==> config.mk <==
export PLATFORM = sky130hd
export DESIGN_NAME = mem_port_arbiter_flat
export DESIGN_NICKNAME = d
export VERILOG_FILES = /design/src/rtl/mips_pkg.sv /design/src/rtl/mem_port_arbiter_if.sv /design/src/rtl/Mux2way32.sv /design/src/rtl/mem_port_arbiter.sv /design/src/flat_wrapper.sv
export SDC_FILE = /design/constraint.sdc
export NUM_CORES = 1
export LEC_CHECK = 0
export BUFFER_PORTS_ARGS = -buffer_cell sky130_fd_sc_hd__buf_4
export CELL_PAD_IN_SITES_DETAIL_PLACEMENT = 1
export CELL_PAD_IN_SITES_GLOBAL_PLACEMENT = 1
export CORE_ASPECT_RATIO = 0.75
export CORE_MARGIN = 4
export CORE_UTILIZATION = 32
export CTS_CLUSTER_SIZE = 12
export DETAILED_ROUTE_END_ITERATION = 10
export PLACE_DENSITY_LB_ADDON = 0.1
export SLEW_MARGIN = 10
export SYNTH_ARGS = -nofsm -noshare
export SYNTH_HDL_FRONTEND = slang
export SYNTH_SLANG_ARGS = --single-unit
export TNS_END_PERCENT = 1
==> constraint.sdc <==
create_clock -name clk -period 3.7 [get_ports clk]
set_input_delay 0.185 -clock clk [delete_from_list [all_inputs] [get_ports clk]]
set_output_delay 0.185 -clock clk [all_outputs]
set_load 0.02 [all_outputs]
==> src/rtl/mips_pkg.sv <==
// Shared constants for the memory-port arbiter: FSM encodings, grant values and abort data.
package mips_pkg;

    localparam logic [1:0] ST_IDLE = 2'd0;
    localparam logic [1:0] ST_BUSY = 2'd1;
    localparam logic [1:0] ST_DONE = 2'd2;

    localparam logic GRANT_IF = 1'b0;
    localparam logic GRANT_D  = 1'b1;

    localparam logic [31:0] MEM_ERR_DATA = 32'hFFFF_FFFF;

    // Round-robin pick: a lone requester wins, a tie goes to whoever was not served last.
    function automatic logic pick_grant(input logic if_req, input logic d_req, input logic last);
        if (if_req && d_req)
            return ~last;
        return d_req ? GRANT_D : GRANT_IF;
    endfunction

endpackage

==> src/rtl/mem_port_arbiter_if.sv <==
// Bundle of requester-side and memory-side signals of the shared memory port.
interface mem_port_arbiter_if #(
    parameter int ADDR_W = 32,
    parameter int DATA_W = 32
);
    logic              if_req;
    logic [ADDR_W-1:0] if_addr;
    logic              if_ack;
    logic [DATA_W-1:0] if_rdata;

    logic              d_req;
    logic              d_we;
    logic [ADDR_W-1:0] d_addr;
    logic [DATA_W-1:0] d_wdata;
    logic              d_ack;
    logic [DATA_W-1:0] d_rdata;

    logic              mem_req;
    logic              mem_we;
    logic [ADDR_W-1:0] mem_addr;
    logic [DATA_W-1:0] mem_wdata;
    logic [DATA_W-1:0] mem_rdata;
    logic              mem_ready;

    logic              grant;
    logic              err;

    modport master (
        input  if_req, if_addr, d_req, d_we, d_addr, d_wdata, mem_rdata, mem_ready,
        output if_ack, if_rdata, d_ack, d_rdata, mem_req, mem_we, mem_addr, mem_wdata,
               grant, err
    );

    modport slave (
        output if_req, if_addr, d_req, d_we, d_addr, d_wdata, mem_rdata, mem_ready,
        input  if_ack, if_rdata, d_ack, d_rdata, mem_req, mem_we, mem_addr, mem_wdata,
               grant, err
    );

endinterface

==> src/rtl/Mux2way32.sv <==
// Plain 2-way 32-bit multiplexer: sel=0 passes a, sel=1 passes b.
module Mux2way32 (
    input  logic [31:0] a,
    input  logic [31:0] b,
    input  logic        sel,
    output logic [31:0] y
);

    assign y = sel ? b : a;

endmodule

==> src/rtl/mem_port_arbiter.sv <==
// Round-robin arbiter sharing one memory port between instruction fetch and data access,
// one transaction in flight, with a BUSY-cycle timeout that aborts and returns all-ones.
module mem_port_arbiter
    import mips_pkg::*;
#(
    parameter int ADDR_W  = 32,
    parameter int DATA_W  = 32,
    parameter int TIMEOUT = 16
) (
    input  logic               clk,
    input  logic               rst_n,
    mem_port_arbiter_if.master bus
);

    localparam int CNT_W = $clog2(TIMEOUT + 1);

    logic [1:0]       state;
    logic             last;
    logic [CNT_W-1:0] cnt;
    logic             choice;

    assign choice = pick_grant(bus.if_req, bus.d_req, last);

    // mem_req decodes straight from state so an async reset drops it in the same cycle.
    assign bus.mem_req   = (state == ST_BUSY);
    assign bus.mem_we    = (state == ST_BUSY) && (bus.grant == GRANT_D) && bus.d_we;
    assign bus.mem_wdata = (bus.grant == GRANT_D) ? bus.d_wdata : '0;

    Mux2way32 u_addr_mux (
        .a   (bus.if_addr),
        .b   (bus.d_addr),
        .sel (bus.grant),
        .y   (bus.mem_addr)
    );

    // Acks and err are set on the BUSY->DONE edge, so they are high exactly while in DONE.
    always_ff @(posedge clk or negedge rst_n) begin
        if (!rst_n) begin
            state        <= ST_IDLE;
            bus.grant    <= GRANT_IF;
            last         <= 1'b1;
            cnt          <= '0;
            bus.if_ack   <= 1'b0;
            bus.d_ack    <= 1'b0;
            bus.err      <= 1'b0;
            bus.if_rdata <= '0;
            bus.d_rdata  <= '0;
        end else begin
            bus.if_ack <= 1'b0;
            bus.d_ack  <= 1'b0;
            bus.err    <= 1'b0;
            case (state)
                ST_IDLE: begin
                    if (bus.if_req || bus.d_req) begin
                        bus.grant <= choice;
                        cnt       <= '0;
                        state     <= ST_BUSY;
                    end
                end
                ST_BUSY: begin
                    if (bus.mem_ready) begin
                        if (bus.grant == GRANT_D)
                            bus.d_rdata <= bus.mem_rdata;
                        else
                            bus.if_rdata <= bus.mem_rdata;
                        bus.if_ack <= (bus.grant == GRANT_IF);
                        bus.d_ack  <= (bus.grant == GRANT_D);
                        state      <= ST_DONE;
                    end else if (cnt == CNT_W'(TIMEOUT - 1)) begin
                        if (bus.grant == GRANT_D)
                            bus.d_rdata <= MEM_ERR_DATA;
                        else
                            bus.if_rdata <= MEM_ERR_DATA;
                        bus.if_ack <= (bus.grant == GRANT_IF);
                        bus.d_ack  <= (bus.grant == GRANT_D);
                        bus.err    <= 1'b1;
                        state      <= ST_DONE;
                    end else begin
                        cnt <= cnt + 1'b1;
                    end
                end
                ST_DONE: begin
                    last  <= bus.grant;
                    state <= ST_IDLE;
                end
                default: state <= ST_IDLE;
            endcase
        end
    end

endmodule

==> src/flat_wrapper.sv <==
// flat-port wrapper written by rule: the top's interface ports become plain ports
module mem_port_arbiter_flat import mips_pkg::*;
#(
    parameter int ADDR_W  = 32,
    parameter int DATA_W  = 32,
    parameter int TIMEOUT = 16
)
  (clk, rst_n, bus_if_req, bus_if_addr, bus_d_req, bus_d_we, bus_d_addr, bus_d_wdata, bus_mem_rdata, bus_mem_ready, bus_if_ack, bus_if_rdata, bus_d_ack, bus_d_rdata, bus_mem_req, bus_mem_we, bus_mem_addr, bus_mem_wdata, bus_grant, bus_err);
  mem_port_arbiter_if #(.ADDR_W(ADDR_W), .DATA_W(DATA_W)) bus_i ();
  input  logic clk;
  input  logic rst_n;
  input wire logic [$bits(bus_i.if_req)-1:0] bus_if_req;
  input wire logic [$bits(bus_i.if_addr)-1:0] bus_if_addr;
  input wire logic [$bits(bus_i.d_req)-1:0] bus_d_req;
  input wire logic [$bits(bus_i.d_we)-1:0] bus_d_we;
  input wire logic [$bits(bus_i.d_addr)-1:0] bus_d_addr;
  input wire logic [$bits(bus_i.d_wdata)-1:0] bus_d_wdata;
  input wire logic [$bits(bus_i.mem_rdata)-1:0] bus_mem_rdata;
  input wire logic [$bits(bus_i.mem_ready)-1:0] bus_mem_ready;
  output wire logic [$bits(bus_i.if_ack)-1:0] bus_if_ack;
  output wire logic [$bits(bus_i.if_rdata)-1:0] bus_if_rdata;
  output wire logic [$bits(bus_i.d_ack)-1:0] bus_d_ack;
  output wire logic [$bits(bus_i.d_rdata)-1:0] bus_d_rdata;
  output wire logic [$bits(bus_i.mem_req)-1:0] bus_mem_req;
  output wire logic [$bits(bus_i.mem_we)-1:0] bus_mem_we;
  output wire logic [$bits(bus_i.mem_addr)-1:0] bus_mem_addr;
  output wire logic [$bits(bus_i.mem_wdata)-1:0] bus_mem_wdata;
  output wire logic [$bits(bus_i.grant)-1:0] bus_grant;
  output wire logic [$bits(bus_i.err)-1:0] bus_err;
  assign bus_i.if_req = bus_if_req;
  assign bus_i.if_addr = bus_if_addr;
  assign bus_i.d_req = bus_d_req;
  assign bus_i.d_we = bus_d_we;
  assign bus_i.d_addr = bus_d_addr;
  assign bus_i.d_wdata = bus_d_wdata;
  assign bus_i.mem_rdata = bus_mem_rdata;
  assign bus_i.mem_ready = bus_mem_ready;
  assign bus_if_ack = bus_i.if_ack;
  assign bus_if_rdata = bus_i.if_rdata;
  assign bus_d_ack = bus_i.d_ack;
  assign bus_d_rdata = bus_i.d_rdata;
  assign bus_mem_req = bus_i.mem_req;
  assign bus_mem_we = bus_i.mem_we;
  assign bus_mem_addr = bus_i.mem_addr;
  assign bus_mem_wdata = bus_i.mem_wdata;
  assign bus_grant = bus_i.grant;
  assign bus_err = bus_i.err;
  mem_port_arbiter #(.ADDR_W(ADDR_W), .DATA_W(DATA_W), .TIMEOUT(TIMEOUT)) u_core (.clk(clk), .rst_n(rst_n), .bus(bus_i));
endmodule
Word-level counts from Yosys, hierarchy flattened
Cells that the tools add are included.
Widths: inputs -> output; s select.

storage, ports and cells
  bits in registers = 76
  input bits = 134
  logic and storage cells = 62

cells by class
  $add $sub $neg = 1
  equal/unequal tests = 7
  multiplexer cells = 31
  bitwise logic cells = 2
  reductions and logical operators = 12

operators by type and width
  kind                 number
  $mux 32              10
  $mux 5               3
  $mux 1               13
  $pmux 5 s2           1
  $mux 2               3
  $reduce_and 3->1     2
  $add 5x1->5 const B  1
  $eq 5x4->1 const B   1
  $ne 2x2->1 const B   2
  $pmux 2 s2           1
  $reduce_and 2->1     2
  $reduce_and 4->1     1
  $reduce_bool 2->1    2
  $logic_and 1x1->1    3
  $ne 3x2->1 const B   1
  $eq 2x1->1 const B   1
  $eq 2x2->1 const B   1
  $logic_not 2->1      1
  $ne 2x1->1 const B   1
  $not 1->1            2
  $logic_or 1x1->1     1

Depth between registers and ports, before layout
Gate-level depths: netlist of run 1.

  depth after elaboration = 4
  gate-level depth with buffers = 7

Hierarchy
Synthesis of run 1 repeated with hierarchy kept, for this count alone.

unflattened totals
  cell total of the unflattened synthesis = 287
  area total of the unflattened synthesis = 3928.8 um2

by module, submodules not included
  module            instances  cells each  area each (um2)  seq. area each (um2)
  mem_port_arbiter  1          251         3384.5           1903.1
  Mux2way32         1          36          544.3            0.0

Worst setup path after synthesis of run 1
No wires, ideal clock.

  path kind = reg2reg
  from = reg u_core.cnt[0]
  to = reg u_core.cnt[3]
  library setup time = 0.079 ns
  data arrival time = 1.952 ns
  required time = 3.621 ns
  slack = 1.668 ns
  stages on the path, launching flop included = 7
  path buffers = 0
  period minus slack after synthesis = 2.032 ns
  cell sequence = dfrtp_1 -> ha_1 -> and3_1 -> ha_1 -> or4b_4 -> or3_1 -> a2bb2oi_1

between the ends
  longest elaborated chain between the ends = 4
  elaborated cells on any way between the ends = 7

ends and longest elaborated chain
  element                 line                    source
  start, declared         mem_port_arbiter.sv:19  logic [CNT_W-1:0] cnt;
  start signal, assigned  mem_port_arbiter.sv:79  cnt <= cnt + 1'b1;
  $add 5x1->5             mem_port_arbiter.sv:79
  $mux 5                  mem_port_arbiter.sv:69  end else if (cnt == CNT_W'(TIMEOUT - 1)) begin
  $mux 5                  mem_port_arbiter.sv:61  if (bus.mem_ready) begin
  $pmux 5 s2              mem_port_arbiter.sv:52  case (state)

Parallel ways exist; a longest one is shown, timed or not. The select of a mux whose other input is x is not followed.
A chain may end at the register's enable or synchronous reset.

Worst setup path after layout of run 1
  from = reg u_core.cnt[0]
  to = reg u_core.bus.if_rdata[25]

between the ends
  longest elaborated chain between the ends = 3

ends and longest elaborated chain
  element                      line                       source
  $eq 5x4->1                   mem_port_arbiter.sv:69
  $reduce_bool 2->1 (no line)  -
  $reduce_and 3->1 (no line)   -
  end signal, assigned         mem_port_arbiter.sv:65     bus.if_rdata <= bus.mem_rdata;
  end, declared                mem_port_arbiter_if.sv:30  output if_ack, if_rdata, d_ack, d_rdata, mem_req, mem_we, mem_addr, mem_wdata,

No other way between the ends.

==> summary.md, run 1 <==
| Metric | Value |
|---|---|
| Outcome | `finished with violations` |
| Failing checks | `negative hold slack` |
| Most used cell, CP | `ha_1` |
| Drt first pass iters | `4` |
| Sink Count | `76` |
| Final ANT Viol Nets | `0` |
| First-pass GRT wire length | `21300 um` |
| Slowest-stage cell, CP | `buf_4` |
| Starting DRT DRC Count | `145` |
| R2R setup slack | `1.31 ns` |
| Fin nets | `692` |
| Starting Density | `0.331` |
| Worst-Skew Late Latency | `0.33 ns` |
| Worst hold-check path type | `primary input to async pin` |
| Core region area | `11100 um^2` |
| Sequential share of the synthesized area | `0.520` |
| Vias in the first global route | `3636` |
| I/O pin total | `268` |
| Worst-path cell chain | `ha_1 -> and3_1 -> ha_1 -> nor2_1 -> nor3_4 -> buf_4 -> mux2_2` |
| Async set-reset flop share out of synthesis | `1.00` |
| CTS Buf Count | `9` |
| Largest net degree at the start of global routing | `77` |
| YS warnings | `0` |
| DRC | `0` |
| Vias | `3319` |
| Slew Limit Headroom | `0.365` |
| Mapped Cells | `295` |
| Seq cells post-synth | `76` |
| Top cell type's share of synthesized area | `0.513` |
| Top cells by count, synth | `dfrtp_1, mux2_2, and2_1, o22a_1, nand2b_1` |
| Slew Viols, Final | `0` |
| Placer Congestion | `0.747` |
| Setup Slack @ Placement | `1.29 ns` |
| Post-CTS Setup Inserts | `0` |
| PD cells | `813 nW/um^2` |
| Cell taking the most area after synthesis | `dfrtp_1` |
| CTS tree | `yes` |
| CP endpoint kind | `flip-flop` |
| Die Wd | `131 um` |
| Die area | `13200 um^2` |
| Final setup margin | `1.31 ns` |
| Fin util | `0.548` |
| Skew final | `0.00877 ns` |
| CP max FO | `25` |
| H-Tree Level Count | `3` |
| Antenna violations before repair | `0` |
| Share of cells above drive strength 1 | `0.635` |
| Achievable Freq | `418 MHz` |
| R2r endpoint | `u_core.bus.if_rdata[25]` |
| Setup crit start kind | `flip-flop` |
| Post-CTS resize count | `0` |
| Leak | `0.00284 uW` |
| Critical path origin | `u_core.cnt[0]` |
| Routed WL per cell | `19.7 um` |
| Critical Path End | `u_core.bus.if_rdata[25]` |
| Gr usage total | `0.204` |
| Final hold slack | `-0.00795 ns` |
| Required time worst endpoint | `3.91 ns` |
| Hold_buf cts | `0` |
| Depth of the most critical reg-to-reg path | `7` |
| Die Ht | `101 um` |
| Vias per std cell | `4.75` |
| FP Rows | `33` |
| Post-synth EDFFs | `0` |
| Clock transition time at the flip-flop clock pins of the worst setup and hold paths | `0.06 ns` |
| Overflow after GRT | `0` |
| Root Driver | `clkbuf_16` |
| Setup_tns | `0 ns` |
| # setup viols final | `0` |
| Final Hold Fails | `6` |
| Drt total wl | `13800 um` |
| Peak supply drop | `0.000496 V` |
| Most common cell in the synthesized netlist | `dfrtp_1` |
| RSZ-0062 raised after global routing | `no` |
| Post-synthesis cell area | `3660 um^2` |
| Max-capacitance violation count | `0` |
| Final HPWL DP | `10900 um` |
| CP max stage delay | `0.41 ns` |
| Mean Syn Cell Area | `12.4 um^2` |
| Area grow syn2layout | `65.7%` |
| Clock Tree Buf Depth | `2` |
| Syn_nets | `431` |
| Buffers on Ports | `267` |
| Critical path type | `flip-flop to flip-flop` |
| Final period util | `0.646` |
| Synth top area cells | `dfrtp_1, mux2_2, o22a_1` |
| Post-synthesis cell type count | `31` |
| Ant. Diodes | `0` |
| Pwr Total | `4930 uW` |
| Worst-Margin Slew | `0.953 ns` |
| Data arrival time of the critical path | `2.60 ns` |
| Reg2reg start | `u_core.cnt[0]` |
| Top_reg_cell synth | `dfrtp_1` |
| Min Tclk post-route | `2.39 ns` |
placed cells by master (no fill, tap or decap), types with 2 or more instances in the layout:
cell type,count
and2_1,32
and3_1,2
buf_4,271
clkbuf_16,9
clkbuf_8,3
dfrtp_1,74
ha_1,2
inv_1,4
mux2_2,65
nand2_1,3
nand2b_1,30
nand3_1,2
nor2_1,5
nor3b_1,2
o21ai_0,3
o22a_1,32
or2b_1,4
sequential cells by signal, indices dropped and copies added (netlist names):
register,flops
u_core.cnt,5
u_core.bus.d_rdata,32
u_core.state,2
u_core.bus.err,1
u_core.bus.if_rdata,32
u_core.bus.d_ack,1
u_core.last,1
u_core.bus.if_ack,1
u_core.bus.grant,1
worst max-delay path, delay by kind of cell (launching register included):
kind                       cells  cell delay (ns)
adders and majority gates      2             0.41
buffers and inverters          1             0.41
DFF                            1             0.39
muxes                          1             0.39
and+or+nand+nor                3             0.65
cell families after synthesis:
| logic type | after synthesis | synth area share |
|---|---|---|
| AND/OR/NAND/NOR | 86 | 0.148 |
| flip-flops | 76 | 0.520 |
| multiplexers | 65 | 0.200 |
| AO/OA/AOI/OAI | 41 | 0.0931 |
| buffers and inverters | 25 | 0.0311 |
| adder cells (fa/ha/maj) | 2 | 0.00684 |
metrics by stage:
step           hold WS [ns]  cell area, um^2  instances
2_1_floorplan        -0.111             3660        295
3_3_place_gp          0.401             5780        685
3_5_place_dp          0.406             5780        685
4_1_cts              0.0479             6060        699
5_1_grt              0.0675             6060        699
6_report           -0.00795             6060        699
final cells by class:
type	instances	area, um^2
Clock buffer	13	270
Sequential cell	76	1900
Timing Repair Buffer	271	2030
Fill cell	1217	5010
Multi-Input combinational cell	194	1650
Inverter	4	15.0
Clock inverter	1	7.51
Tap cell	140	175
per-layer routing:
layer  routed length (um)  vias to the layer above  track usage
met4                   85                        0       0.0387
met5                    0                        -            0
met2                 7000                      119        0.348
li1                     -                     1561            -
met1                 5780                     1632        0.259
met3                  923                        7       0.0684
report_power, final:
group          total (uW)  internal [uW]  leakage [uW]  switching (uW)
logic                2710           1300       0.00187            1410
clock network         814            501      0.000134             313
registers            1400           1190      0.000836             216
total                4930           2990       0.00284            1940
worst min path at each step:
stage,start,endpoint,slack [ns]
3_5_place_dp,rst_n,u_core.bus.d_rdata[11],0.41
4_1_cts,rst_n,u_core.bus.d_rdata[7],0.05
3_3_place_gp,rst_n,u_core.bus.d_rdata[7],0.40
5_1_grt,bus_mem_rdata[15],u_core.bus.d_rdata[15],0.07
6_report,rst_n,u_core.bus.d_rdata[11],-0.008
2_1_floorplan,rst_n,u_core.bus.d_ack,-0.11
Power figures use the tool's default switching activity.
==> inputs of run 2 (changes only) <==
--- a/config.mk
+++ b/config.mk
@@ -5,12 +5,13 @@
 export SDC_FILE = /design/constraint.sdc
 export NUM_CORES = 1
 export LEC_CHECK = 0
+export ABC_AREA = 1
 export BUFFER_PORTS_ARGS = -buffer_cell sky130_fd_sc_hd__buf_4
 export CELL_PAD_IN_SITES_DETAIL_PLACEMENT = 1
 export CELL_PAD_IN_SITES_GLOBAL_PLACEMENT = 1
 export CORE_ASPECT_RATIO = 0.75
 export CORE_MARGIN = 4
-export CORE_UTILIZATION = 32
+export CORE_UTILIZATION = 28
 export CTS_CLUSTER_SIZE = 12
 export DETAILED_ROUTE_END_ITERATION = 10
 export PLACE_DENSITY_LB_ADDON = 0.1
==> constraint.sdc (replaced) <==
create_clock -name clk -period 2.3 [get_ports clk]
set_input_delay 0.115 -clock clk [delete_from_list [all_inputs] [get_ports clk]]
set_output_delay 0.115 -clock clk [all_outputs]
set_load 0.02 [all_outputs]
==> run 2 against run 1 <==
Effect of this change: the run now ends clean; critical endpoint is now u_core.bus.if_rdata[6]; largest cell class unchanged; combinational power rose by 81%; non-clock buffer count increased by 3; synthesized cell count grew 60%; utilization shrank 7.7 points; sequential cell count did not move; critical path depth grew 3; fmax grew 28%; register-to-register slack got worse by 0.88 ns; global-route usage is 3.2 points lower; die area increased by 18%; clock power is 61% higher; hold slack improved by 0.065 ns.
==> summary.md, run 2 <==
| Metric | Value |
|---|---|
| Reg2reg start | `u_core.cnt[0]` |
| Min Tclk post-route | `1.87 ns` |
| Critical Path End | `u_core.bus.if_rdata[6]` |
| Async set-reset flop share out of synthesis | `1.00` |
| Overflow after GRT | `0` |
| Starting Density | `0.290` |
| Core region area | `13200 um^2` |
| Outcome | `finished clean` |
| Final Hold Fails | `0` |
| CTS Buf Count | `9` |
| CTS tree | `yes` |
| Clock transition time at the flip-flop clock pins of the worst setup and hold paths | `0.06 ns` |
| Cell taking the most area after synthesis | `dfrtp_1` |
| Die Ht | `109 um` |
| Die Wd | `143 um` |
| Post-synth EDFFs | `0` |
| Vias | `3956` |
| Setup_tns | `0 ns` |
| Critical path origin | `u_core.cnt[0]` |
| Max-capacitance violation count | `0` |
| Worst hold-check path type | `primary input to flip-flop` |
| Antenna violations before repair | `0` |
| Starting DRT DRC Count | `119` |
| Sequential share of the synthesized area | `0.500` |
| Data arrival time of the critical path | `2.14 ns` |
| Root Driver | `clkbuf_16` |
| # setup viols final | `0` |
| Critical path type | `flip-flop to flip-flop` |
| Worst-Margin Slew | `0.901 ns` |
| Final ANT Viol Nets | `0` |
| First-pass GRT wire length | `21500 um` |
| Top_reg_cell synth | `dfrtp_1` |
| Mapped Cells | `473` |
| Area grow syn2layout | `62.4%` |
| Share of cells above drive strength 1 | `0.466` |
| YS warnings | `0` |
| H-Tree Level Count | `3` |
| Layout Cells excl Fill | `907` |
| Placer Congestion | `0.766` |
| PD cells | `1390 nW/um^2` |
| CP max FO | `65` |
| Top cell type's share of synthesized area | `0.493` |
| Largest registers | `u_core.bus.d_rdata (32), u_core.bus.if_rdata (32), u_core.cnt (5)` |
| Largest net degree at the start of global routing | `72` |
| FP Rows | `36` |
| Setup crit start kind | `flip-flop` |
| Drt first pass iters | `4` |
| Skew final | `0.00373 ns` |
| Seq cells post-synth | `76` |
| Buffers on Ports | `267` |
| I/O pin total | `268` |
| Leak | `0.00356 uW` |
| Peak supply drop | `0.000631 V` |
| Required time worst endpoint | `2.56 ns` |
| Sink Count | `76` |
| Placed Instances | `889` |
| Mean Syn Cell Area | `8.05 um^2` |
| Post-synthesis cell area | `3810 um^2` |
| Most frequent cells in the layout | `buf_4, nand2_1, dfrtp_1, o21ai_2` |
| R2R setup slack | `0.43 ns` |
| Vias per std cell | `4.36` |
| Final HPWL DP | `10600 um` |
| Vias in the first global route | `4232` |
| Slew Limit Headroom | `0.400` |
| Die area | `15600 um^2` |
| Most common cell in the synthesized netlist | `nand2_1` |
| RSZ-0062 raised after global routing | `no` |
| Final period util | `0.815` |
| Hold path depth | `3` |
| Slew Viols, Final | `0` |
| Syn_nets | `609` |
| Top cells by count, synth | `nand2_1, dfrtp_1, o21ai_2` |
| Ant. Diodes | `0` |
| Fin nets | `867` |
| Synth top area cells | `dfrtp_1, nand2_1, o21ai_2` |
| Depth of the most critical reg-to-reg path | `10` |
| R2r endpoint | `u_core.bus.if_rdata[6]` |
| DRC | `0` |
| Achievable Freq | `533 MHz` |
| Most common cell after layout, fill and taps aside | `buf_4` |
| Clock Tree Buf Depth | `2` |
| CP endpoint kind | `flip-flop` |
| Drt total wl | `13700 um` |
| Routed WL per cell | `15.1 um` |
| Gr usage total | `0.172` |
| Post-CTS Setup Inserts | `0` |
| Worst-Skew Late Latency | `0.33 ns` |
| Post-synthesis cell type count | `24` |
## run 2: changes by cell type after synthesis, sizes merged, moves of 4 or more
cell / previous run / this run
nand2: 3 / 207
and2: 32 / 0
o22a: 32 / 0
mux2: 65 / 0
o21ai: 3 / 66
nand2b: 30 / 0
nor2: 5 / 42
clkbuf: 16 / 9
buf: 5 / 18
inv: 4 / 42
or2b: 4 / 0
## run 2: cells by family after synthesis
| kind of cell | after synthesis | share of synthesized area |
|---|---|---|
| AO/OA/AOI/OAI | 71 | 0.139 |
| adder cells (fa/ha/maj) | 2 | 0.00657 |
| buffers and inverters | 69 | 0.0943 |
| flip-flops | 76 | 0.500 |
| AND/OR/NAND/NOR | 255 | 0.260 |
## run 2: timing repair
| action | CTS | global route |
|---|---|---|
| gates resized for setup | 0 | 0 |
| hold buffers | 2 | 0 |
| hold endpoints to repair | 70 | 0 |
## run 2: power breakdown
| group | switching [uW] | internal, uW | total (uW) |
|---|---|---|---|
| sequential | 430 | 1980 | 2410 |
| clock | 573 | 733 | 1310 |
| combinational | 2920 | 1990 | 4910 |
## run 2: worst min-delay path by stage
stage | from | to | slack (ns)
after floorplan | rst_n | u_core.bus.d_ack | -0.18
after global placement | rst_n | u_core.bus.d_rdata[5] | 0.29
after detailed placement | rst_n | u_core.bus.d_rdata[12] | 0.30
after CTS | bus_mem_rdata[25] | u_core.bus.if_rdata[25] | 0.05
after global routing | bus_mem_rdata[29] | u_core.bus.if_rdata[29] | 0.06
final | bus_mem_rdata[26] | u_core.bus.if_rdata[26] | 0.06
## run 2: layout make-up
| cell class | count | area, um^2 |
|---|---|---|
| multi-input cells | 328 | 1550 |
| fillers | 1635 | 6970 |
| flip-flops and latches | 76 | 1900 |
| clock buffers | 9 | 225 |
| repair buffers | 274 | 2090 |
| inverters | 42 | 158 |
| clock inverters | 7 | 51.3 |
| well taps | 171 | 214 |
## run 2: worst max-delay path, stage by stage, from the launching register on
cell and delay [ns]:
dfrtp_1 0.41, ha_1 0.23, nand2_1 0.08, nor2_1 0.04
ha_1 0.21, nor2_2 0.16, nor2_4 0.07, nand2_2 0.08
buf_12 0.31, nand2_1 0.12, o21ai_2 0.07
## run 2: stage by stage
stage	power [uW]	hold WS [ns]	util	area, um^2	worst slack, ns
4_1_cts	8780	0.0453	0.470	6190	0.416
3_5_place_dp	7420	0.303	0.448	5890	0.429
3_3_place_gp	7270	0.294	0.448	5890	0.496
5_1_grt	9260	0.0568	0.470	6190	0.275
6_report	8630	0.0571	0.470	6190	0.425
2_1_floorplan	5230	-0.181	-	3810	0.667
## run 2: layer usage
layer  share of wire  track usage  vias up
li1                -            -     1963
met1            0.40        0.211     1836
met2            0.50        0.296      143
met3           0.091       0.0605       14
met4           0.011       0.0346        0
met5               0            0        -
==> inputs of run 3 (changes only) <==
--- a/config.mk
+++ b/config.mk
@@ -11,7 +11,7 @@
 export CELL_PAD_IN_SITES_GLOBAL_PLACEMENT = 1
 export CORE_ASPECT_RATIO = 0.75
 export CORE_MARGIN = 4
-export CORE_UTILIZATION = 28
+export CORE_UTILIZATION = 25
 export CTS_CLUSTER_SIZE = 12
 export DETAILED_ROUTE_END_ITERATION = 10
 export PLACE_DENSITY_LB_ADDON = 0.1
==> constraint.sdc (replaced) <==
create_clock -name clk -period 1.5 [get_ports clk]
set_input_delay 0.075 -clock clk [delete_from_list [all_inputs] [get_ports clk]]
set_output_delay 0.075 -clock clk [all_outputs]
set_load 0.02 [all_outputs]
==> run 3 against run 2 <==
Effect of this change: the run now ends with negative setup slack left; critical path depth stayed put; routed wire length grew 2.9%; register-to-register slack got worse by 0.59 ns; combinational power up 71%; critical endpoint is now u_core.bus.if_rdata[23]; highest routed layer unchanged.
==> summary.md, run 3 (synthesized netlist as in run 2, its figures left out) <==
| Metric | Value |
|---|---|
| # setup viols final | `73` |
| Die area | `17300 um^2` |
| Worst-Skew Late Latency | `0.32 ns` |
| Pwr Total | `14400 uW` |
| Core region area | `14700 um^2` |
| Clock Tree Buf Depth | `2` |
| Leak | `0.00374 uW` |
| Max-capacitance violation count | `0` |
| Fin nets | `882` |
| Vias | `4045` |
| Worst-Margin Slew | `0.607 ns` |
| Clock transition time at the flip-flop clock pins of the worst setup and hold paths | `0.06 ns` |
| Slew Limit Headroom | `0.591` |
| Worst hold-check path type | `primary input to flip-flop` |
| I/O pin total | `268` |
| Family with the most delay on the worst path | `simple AND/OR/NAND/NOR gates` |
| Fill count | `1736` |
| Critical path type | `flip-flop to flip-flop` |
| Slew Viols, Final | `0` |
| Ant. Diodes | `0` |
| CP endpoint kind | `flip-flop` |
| Largest net degree at the start of global routing | `45` |
| Vias in the first global route | `4346` |
| Final hold slack | `0.00972 ns` |
| Worst-path cell chain | `ha_2 -> nand2_2 -> nor2_2 -> ha_2 -> nor2_4 -> nor2_4 -> nand2_4 -> buf_12 -> nand2_1 -> o21ai_1` |
| Data arrival time of the critical path | `1.87 ns` |
| Final setup margin | `-0.168 ns` |
| Final ANT Viol Nets | `0` |
| Starting Density | `0.259` |
| Final Hold Fails | `0` |
| H-Tree Level Count | `3` |
| Required time worst endpoint | `1.70 ns` |
| Gr usage total | `0.157` |
| Post-CTS Setup Inserts | `0` |
| Final HPWL DP | `11400 um` |
| Min Tclk post-route | `1.67 ns` |
| Buf/Inv on CP | `1` |
| Placer Congestion | `0.726` |
| Most frequent cells in the layout | `buf_4, nand2_1, dfrtp_1, o21ai_2, nand2_2` |
| CP max FO | `29` |
| Starting DRT DRC Count | `122` |
| Achievable Freq | `599 MHz` |
| Most common cell after layout, fill and taps aside | `buf_4` |
| Failing checks | `negative setup slack` |
| CTS Buf Count | `9` |
| Buffers on Ports | `267` |
| Sink Count | `76` |
| Die Ht | `115 um` |
| Peak supply drop | `0.000810 V` |
| Final period util | `1.11` |
| Share of cells above drive strength 1 | `0.546` |
| CP max stage delay | `0.35 ns` |
| FP Rows | `38` |
| Routed WL per cell | `14.9 um` |
| Die Wd | `151 um` |
| Slowest-stage cell, CP | `dfrtp_1` |
| Setup crit start kind | `flip-flop` |
| Area grow syn2layout | `76.4%` |
| Root Driver | `clkbuf_16` |
| PD cells | `2140 nW/um^2` |
| Drt total wl | `14100 um` |
| Drt first pass iters | `4` |
| Vias per std cell | `4.26` |
| First-pass GRT wire length | `21600 um` |
| Outcome | `finished with violations` |
| Largest registers | `u_core.bus.d_rdata (32), u_core.bus.if_rdata (32), u_core.cnt (5)` |
| DRC | `0` |
| RSZ-0062 raised after global routing | `yes` |
| Overflow after GRT | `0` |
| Antenna violations before repair | `0` |
| Skew final | `0.00504 ns` |
| CTS tree | `yes` |
==> run 3: cell types whose count changed in the layout (fill, tap and decap cells not counted), moves of 4 or more <==
cell | previous run | this run
buf_6 | 0 | 29
nand2_1 | 204 | 163
nand2_2 | 2 | 39
buf_4 | 270 | 249
buf_12 | 2 | 8
inv_1 | 40 | 34
nand2_4 | 1 | 5
inv_2 | 2 | 7
==> run 3: where the power goes <==
group	leakage (uW)	internal, uW	total, uW	switching, uW
Clock	0.000151	1430	2220	790
Combinational	0.00265	3630	8380	4750
Sequential	0.000930	3050	3750	703
==> run 3: timing repair <==
action / 4_1_cts / 5_1_grt
gates resized for setup: 46 / 43
pin swaps: 4 / 1
gates cloned: 0 / 0
setup endpoints to repair: 99 / 122
hold endpoints to repair: 76 / 0
hold buffers: 2 / 0
==> run 3: final cells by class <==
class | count | area [um^2] | area share
Timing Repair Buffer | 289 | 2400 | 0.358
Tap cell | 200 | 250 | 0.0372
Inverter | 42 | 160 | 0.0238
Clock buffer | 9 | 225 | 0.0335
Sequential cell | 76 | 1910 | 0.284
Multi-Input combinational cell | 328 | 1700 | 0.252
Clock inverter | 5 | 78.8 | 0.0117
==> run 3: path summary, 6_finish.rpt <==
check	from	endpoint	slack [ns]	cells after the start
max	u_core.cnt[1]	u_core.bus.if_rdata[23]	-0.17	10
min	bus_d_req	u_core.bus.grant	0.01	3
max reg2reg	u_core.cnt[1]	u_core.bus.if_rdata[23]	-0.17	10
min reg2reg	u_core.bus.d_rdata[8]	u_core.bus.d_rdata[8]	0.49	2
max in group asynchronous	rst_n	u_core.last	0.77	3
min in group asynchronous	rst_n	u_core.bus.d_ack	0.15	2
==> run 3: worst reg2reg max path, cell delays in order (launching register included) <==
cell and delay [ns]:
dfrtp_1 0.35, ha_2 0.20, nand2_2 0.07, nor2_2 0.08
ha_2 0.21, nor2_4 0.06, nor2_4 0.14, nand2_4 0.11
buf_12 0.18, nand2_1 0.09, o21ai_1 0.07
==> run 3: metrics by stage <==
stage | utilization | setup WS, ns | instances | area (um^2) | TNS (ns)
after floorplan | - | -0.0807 | 473 | 3830 | -4.50
after global placement | 0.417 | -0.128 | 933 | 6130 | -7.23
after detailed placement | 0.417 | -0.230 | 933 | 6130 | -12.38
after CTS | 0.449 | -0.181 | 949 | 6600 | -10.25
after global routing | 0.457 | -0.292 | 949 | 6720 | -18.81
final | 0.457 | -0.168 | 949 | 6720 | -8.71
==> run 3: routing by layer <==
layer	vias to the layer above	global-route usage	wire (um)
li1	1995	-	-
met1	1907	0.182	5450
met2	134	0.285	7410
met3	9	0.0489	1160
met4	0	0.0317	112
met5	-	0	0
